## config.mk

```make
export PLATFORM = sky130hd
export DESIGN_NAME = accum_unit_flat
export DESIGN_NICKNAME = d
export VERILOG_FILES = /design/src/rtl/accum_if.sv /design/src/rtl/accum_unit.sv /design/src/flat_wrapper.sv
export SDC_FILE = /design/constraint.sdc
export NUM_CORES = 1
export LEC_CHECK = 0
export CORE_MARGIN = 4
export CORE_UTILIZATION = 55
export CTS_BUF_LIST = sky130_fd_sc_hd__clkbuf_16
export DETAILED_ROUTE_END_ITERATION = 10
export MAX_ROUTING_LAYER = met4
export PLACE_DENSITY = 0.85
export SYNTH_ARGS = -nofsm -noshare
export SYNTH_HDL_FRONTEND = slang
export SYNTH_SLANG_ARGS = --single-unit
export TNS_END_PERCENT = 50
```

## constraint.sdc

```tcl
create_clock -name clk -period 7.7 [get_ports clk]
set_input_delay 0.77 -clock clk [delete_from_list [all_inputs] [get_ports clk]]
set_output_delay 0.77 -clock clk [all_outputs]
set_load 0.02 [all_outputs]
```

## src/rtl/accum_if.sv

```systemverilog
// Handshake bundle between accum_unit and its producer/consumer.
// Valid/ready: a beat or result moves on a rising edge where valid && ready are both high; the source holds its payload stable until then.
interface accum_if #(
    parameter int WIDTH     = 32,
    parameter int ACC_WIDTH = 40
);
    logic                 start;
    logic [7:0]           len;
    logic                 in_valid;
    logic [WIDTH-1:0]     in_data;
    logic                 in_ready;
    logic                 out_valid;
    logic [ACC_WIDTH-1:0] out_data;
    logic                 out_ready;
    logic                 busy;
    logic                 ovf;

    modport master (
        output start, len, in_valid, in_data, out_ready,
        input  in_ready, out_valid, out_data, busy, ovf
    );

    modport slave (
        input  start, len, in_valid, in_data, out_ready,
        output in_ready, out_valid, out_data, busy, ovf
    );
endinterface

```

## src/rtl/accum_unit.sv

```systemverilog
// Run accumulator: sums len unsigned beats and offers the total once.
// Define ACCUM_SATURATE_EN to clamp on overflow instead of wrapping.
module accum_unit #(
    parameter int WIDTH     = 32,
    parameter int ACC_WIDTH = 40
) (
    input  logic       clk,
    input  logic       rst,
    accum_if.slave     bus,
    output logic [1:0] state_o
);
    localparam logic [1:0] S_IDLE  = 2'd0;
    localparam logic [1:0] S_ACCUM = 2'd1;
    localparam logic [1:0] S_DONE  = 2'd2;
    localparam int         PAD     = ACC_WIDTH + 1 - WIDTH;

    logic [1:0]           state_q, state_d;
    logic [ACC_WIDTH-1:0] acc_q, acc_d;
    logic [7:0]           count_q, count_d;
    logic                 ovf_q, ovf_d;
    logic [ACC_WIDTH:0]   sum;

    // One extra bit so the carry out doubles as the overflow detect.
    assign sum = {1'b0, acc_q} + {{PAD{1'b0}}, bus.in_data};

    always_comb begin
        state_d = state_q;
        acc_d   = acc_q;
        count_d = count_q;
        ovf_d   = ovf_q;
        case (state_q)
            S_IDLE: begin
                if (bus.start) begin
                    acc_d   = '0;
                    ovf_d   = 1'b0;
                    count_d = bus.len;
                    state_d = (bus.len == 8'd0) ? S_DONE : S_ACCUM;
                end
            end
            S_ACCUM: begin
                if (bus.in_valid) begin
                    ovf_d   = ovf_q | sum[ACC_WIDTH];
`ifdef ACCUM_SATURATE_EN
                    acc_d   = sum[ACC_WIDTH] ? {ACC_WIDTH{1'b1}} : sum[ACC_WIDTH-1:0];
`else
                    acc_d   = sum[ACC_WIDTH-1:0];
`endif
                    count_d = count_q - 8'd1;
                    if (count_q == 8'd1) begin
                        state_d = S_DONE;
                    end
                end
            end
            S_DONE: begin
                // start is deliberately ignored here, even alongside the handshake.
                if (bus.out_ready) begin
                    state_d = S_IDLE;
                end
            end
            default: state_d = S_IDLE;
        endcase
    end

    always_ff @(posedge clk) begin
        if (rst) begin
            state_q <= S_IDLE;
            acc_q   <= '0;
            count_q <= '0;
            ovf_q   <= 1'b0;
        end else begin
            state_q <= state_d;
            acc_q   <= acc_d;
            count_q <= count_d;
            ovf_q   <= ovf_d;
        end
    end

    assign bus.in_ready  = (state_q == S_ACCUM);
    assign bus.out_valid = (state_q == S_DONE);
    assign bus.out_data  = (state_q == S_DONE) ? acc_q : '0;
    assign bus.busy      = (state_q != S_IDLE);
    assign bus.ovf       = ovf_q;
    assign state_o       = state_q;
endmodule

```

## src/flat_wrapper.sv

```systemverilog
// flat-port wrapper written by rule: the top's interface ports become plain ports
module accum_unit_flat 
#(
    parameter int WIDTH     = 32,
    parameter int ACC_WIDTH = 40
)
  (clk, rst, state_o, bus_start, bus_len, bus_in_valid, bus_in_data, bus_out_ready, bus_in_ready, bus_out_valid, bus_out_data, bus_busy, bus_ovf);
  accum_if #(.WIDTH(WIDTH), .ACC_WIDTH(ACC_WIDTH)) bus_i ();
  input  logic clk;
  input  logic rst;
  output logic [1:0] state_o;
  input wire logic [$bits(bus_i.start)-1:0] bus_start;
  input wire logic [$bits(bus_i.len)-1:0] bus_len;
  input wire logic [$bits(bus_i.in_valid)-1:0] bus_in_valid;
  input wire logic [$bits(bus_i.in_data)-1:0] bus_in_data;
  input wire logic [$bits(bus_i.out_ready)-1:0] bus_out_ready;
  output wire logic [$bits(bus_i.in_ready)-1:0] bus_in_ready;
  output wire logic [$bits(bus_i.out_valid)-1:0] bus_out_valid;
  output wire logic [$bits(bus_i.out_data)-1:0] bus_out_data;
  output wire logic [$bits(bus_i.busy)-1:0] bus_busy;
  output wire logic [$bits(bus_i.ovf)-1:0] bus_ovf;
  assign bus_i.start = bus_start;
  assign bus_i.len = bus_len;
  assign bus_i.in_valid = bus_in_valid;
  assign bus_i.in_data = bus_in_data;
  assign bus_i.out_ready = bus_out_ready;
  assign bus_in_ready = bus_i.in_ready;
  assign bus_out_valid = bus_i.out_valid;
  assign bus_out_data = bus_i.out_data;
  assign bus_busy = bus_i.busy;
  assign bus_ovf = bus_i.ovf;
  accum_unit #(.WIDTH(WIDTH), .ACC_WIDTH(ACC_WIDTH)) u_core (.clk(clk), .rst(rst), .bus(bus_i), .state_o(state_o));
endmodule
```

==> out/qor_table.md <==
| Quantity | Reported |
|:---|:---|
| Share of total power in the clock network | 0.288 |
| Path type of the worst setup path | input port to flop |
| Avg Inst Size Synth | 7.70 µm² |
| Yosys warns | 0 |
| Maximum number of pins on one net before global-route repair | 40 |
| Fin Clk Skew | 0.00577 ns |
| Peak Freq | 296 MHz |
| Wire length of the first global-routing pass | 19400 µm |
| N_diodes | 0 |
| Fillers | 649 |
| Sw power | 325 µW |
| Beginning of the critical path | bus_in_data[0] |
| Violation count after the first detailed-routing iteration | 177 |
| Library cell with the highest instance count after synthesis | sky130_fd_sc_hd__nand2_1 |
| Sequential fraction of the synthesis area | 0.236 |
| Source of the worst register-to-register timing path | u_core.acc_q[0] |
| Largest driver fanout on the critical path | 4 |
| Maximum root-to-sink buffer count | 2 |
| Internal power | 573 µW |
| Cell breakdown of the critical path | clkdlybuf4s50_1 -> ha_1 -> fa_1 -> a211oi_2 -> o211ai_2 -> a21oi_2 -> o41ai_4 -> a221oi_4 -> o21bai_2 -> a2111o_1 -> o211ai_2 |
| Worst path required time | 7.92 ns |
| Routability-driven placement congestion ratio | 0.930 |
| TritonCTS clock tree | done |
| Dominant cells by area after synthesis | sky130_fd_sc_hd__dfxtp_1 24%, sky130_fd_sc_hd__ha_1 9.8%, sky130_fd_sc_hd__and2_1 6.4% |
| Number of CTS-inserted buffers | 5 |
| Clock slew at reported path FFs | 0.07 ns |
| Sequential share of power | 0.342 |
| Cell with the largest stage delay on the worst path | sky130_fd_sc_hd__fa_1 |
| Final nets | 716 |
| Die footprint | 9340 µm² |
| Max stage delay on crit path | 0.45 ns |
| Number of max-cap violations | 0 |
| Worst Hold Launch | u_core.acc_q[13] |
| Placed wire-length estimate after detailed placement | 8410 µm |
| Total power divided by cell area | 166 nW/µm² |
| Arrival time worst endpoint | 3.61 ns |
| EDFF count, synth | 0 |
| Leakage power of the design | 0.00224 µW |
| Count of boundary I/O pins | 91 |
| Final worst hold slack | 0.468 ns |
| Worst hold-check path type | flop to flop |
| Cell Area, Synth | 4320 µm² |
| Cell type with the largest total area after synthesis | sky130_fd_sc_hd__dfxtp_1 |
| Vias in the first global route | 4216 |
| Crit path launch type | input port |
| Post CTS Setup Buffer Count | 0 |
| Number of gates given a new drive strength after cts | 0 |
| Minimum clock period | 3.38 ns |
| Post-synth net total | 641 |
| Total of buffers placed on input and output ports | 90 |
| Vertical extent of the die | 96.6 µm |
| Max rail drop VDD | 0.126 mV |
| Initial antenna violation count | 0 |
| Total detailed-routing wirelength | 11400 µm |
| Setup repair after global routing missed its margin | false |
| Failing checks | design-rule violations |
| Per-cell routed wire length | 15.4 µm |
| Number of H-tree levels | 2 |
| Worst slew margin relative to its limit | 0.325 |
| Most frequent cells after synthesis | 70 x sky130_fd_sc_hd__nand2_1, 58 x sky130_fd_sc_hd__nor2_1, 51 x sky130_fd_sc_hd__a21oi_1, 51 x sky130_fd_sc_hd__dfxtp_1, 44 x sky130_fd_sc_hd__and2_1 |
| Root Driver | sky130_fd_sc_hd__clkbuf_16 |
| First-pass iteration count of the detailed router | 8 |
| Num Clock Sinks | 51 |
| Antenna viol nets, final | 0 |
| Post-synth cell types | 71 |
| Type of destination of the critical path | flop |
| Cell occurring most often along the worst timing path | sky130_fd_sc_hd__o211ai_2 |
| Proportion of register bits with asynchronous set or reset after synthesis | 0 |
| Share of final-layout standard cells stronger than drive strength 1 | 0.0754 |
| Final worst-path cycle share | 0.439 |
| Width of the die | 96.6 µm |
| Initial core utilization | 0.562 |
| Vias post-DR | 4414 |
| Floorplan Core Area | 7690 µm² |
| Status | finished with violations |
| Measured slew at the worst slew-check pin | 1.01 ns |
| Synth Register Bits | 51 |
| Main synth FF type | sky130_fd_sc_hd__dfxtp_1 |
| Area Growth Syn to Fin | 25.6% |
| Area share of the largest cell type after synthesis | 0.236 |
| Final number of max-transition violations | 0 |
| Gr usage total | 0.244 |
| Remaining design rule violation count | 4 |
| Cell row count | 32 |
| CTS hold repair buffers | 0 |
| Synthesized netlist cell count | 561 |
| Logic gate share of total power | 0.370 |
| Total overflow reported by the global router | 0 |
| Setup TNS | 0 ns |
| Fraction of power spent switching nets | 0.362 |
| Total of endpoints with negative setup slack in the final report | 0 |
| Number of hold-slack violations in the final timing report | 0 |
| Via-per-instance ratio | 5.97 |
| Skew-Pair Late Insertion Delay | 0.29 ns |
routing by layer:
layer / vias up / wire length (µm) / part of all wire / track usage
li1: 2174 / - / - / -
met1: 2074 / 4940 / 0.43 / 0.300
met2: 143 / 5530 / 0.49 / 0.417
met3: 23 / 694 / 0.061 / 0.0411
met4: 0 / 196 / 0.017 / 0.0594
met5: - / 0 / 0 / -
placed cells by master (no fill, tap or decap), types with 4 or more instances in the layout:
master / n
sky130_fd_sc_hd__clkbuf_16: 5
sky130_fd_sc_hd__or2_2: 5
sky130_fd_sc_hd__o21ai_0: 21
sky130_fd_sc_hd__nor4_1: 6
sky130_fd_sc_hd__o211ai_2: 5
sky130_fd_sc_hd__and2_1: 44
sky130_fd_sc_hd__nor3_1: 6
sky130_fd_sc_hd__a211oi_1: 4
sky130_fd_sc_hd__clkdlybuf4s50_1: 90
sky130_fd_sc_hd__nand4_1: 5
sky130_fd_sc_hd__nand3_1: 16
sky130_fd_sc_hd__a31oi_1: 5
sky130_fd_sc_hd__nand2_1: 70
sky130_fd_sc_hd__and3_1: 4
sky130_fd_sc_hd__a21oi_1: 51
sky130_fd_sc_hd__xor2_1: 15
sky130_fd_sc_hd__ha_1: 34
sky130_fd_sc_hd__a22oi_1: 16
sky130_fd_sc_hd__o21a_1: 4
sky130_fd_sc_hd__dfxtp_1: 51
sky130_fd_sc_hd__inv_1: 16
sky130_fd_sc_hd__xnor2_1: 11
sky130_fd_sc_hd__a21o_1: 11
sky130_fd_sc_hd__o211ai_1: 6
sky130_fd_sc_hd__nor2_1: 58
flip-flops by register name, indices dropped and copies added, names as in the netlist:
signal / count
u_core.acc_q: 40
u_core.bus.ovf: 1
u_core.count_q: 8
u_core.state_o: 2
metrics by stage:
| step | util | area (µm²) | power, µW | worst slack (ns) | cells |
|---|---|---|---|---|---|
| after floorplan | - | 4320 | 549 | 4.65 | 561 |
| after global placement | 0.684 | 5260 | 630 | 4.10 | 731 |
| after detailed placement | 0.684 | 5260 | 640 | 4.08 | 731 |
| after CTS | 0.706 | 5430 | 901 | 4.34 | 739 |
| after global routing | 0.706 | 5430 | 951 | 4.22 | 739 |
| final | 0.706 | 5430 | 898 | 4.32 | 739 |
logic make-up (layout without fill, tap and decap cells):
kind of cell | count (synthesis) | after routing | share of synthesized area
muxes | 2 | 2 | 0.00463
buffers and inverters | 42 | 118 | 0.0420
xor gates and xnor gates | 26 | 26 | 0.0527
AOI/OAI and AO/OA | 164 | 164 | 0.279
adders and majority gates | 35 | 35 | 0.103
and+or+nand+nor | 241 | 241 | 0.282
DFF | 51 | 51 | 0.236
power by group through the flow:
| stage | clock network [µW] | registers, µW | logic, µW |
|---|---|---|---|
| 2_1_floorplan | 0 | 307 | 242 |
| 3_3_place_gp | 0 | 311 | 319 |
| 3_5_place_dp | 0 | 312 | 328 |
| 4_1_cts | 264 | 306 | 330 |
| 5_1_grt | 273 | 310 | 369 |
| 6_report | 259 | 307 | 332 |
path summary, 6_finish.rpt:
kind	to	slack, ns	depth (start not counted)
worst max-delay path	u_core.acc_q[28]	4.32	11
worst min-delay path	u_core.acc_q[13]	0.47	2
worst max register to register	u_core.acc_q[28]	4.89	10
worst min register to register	u_core.acc_q[13]	0.47	2
cell type report:
class	instances	area (µm²)	area share
clock buffers	5	125	0.0231
repair buffers	93	923	0.170
well taps	102	128	0.0235
clock inverters	3	43.8	0.00807
multi-input cells	468	3120	0.575
inverters	17	63.8	0.0118
flip-flops and latches	51	1020	0.188
critical path, delay by kind of cell:
kind | cells | cell delay (ns)
compound gates | 8 | 1.73
fa+ha+maj | 2 | 0.70
buf+inv | 1 | 0.40
No activity file was read; power rests on OpenSTA's default activity.
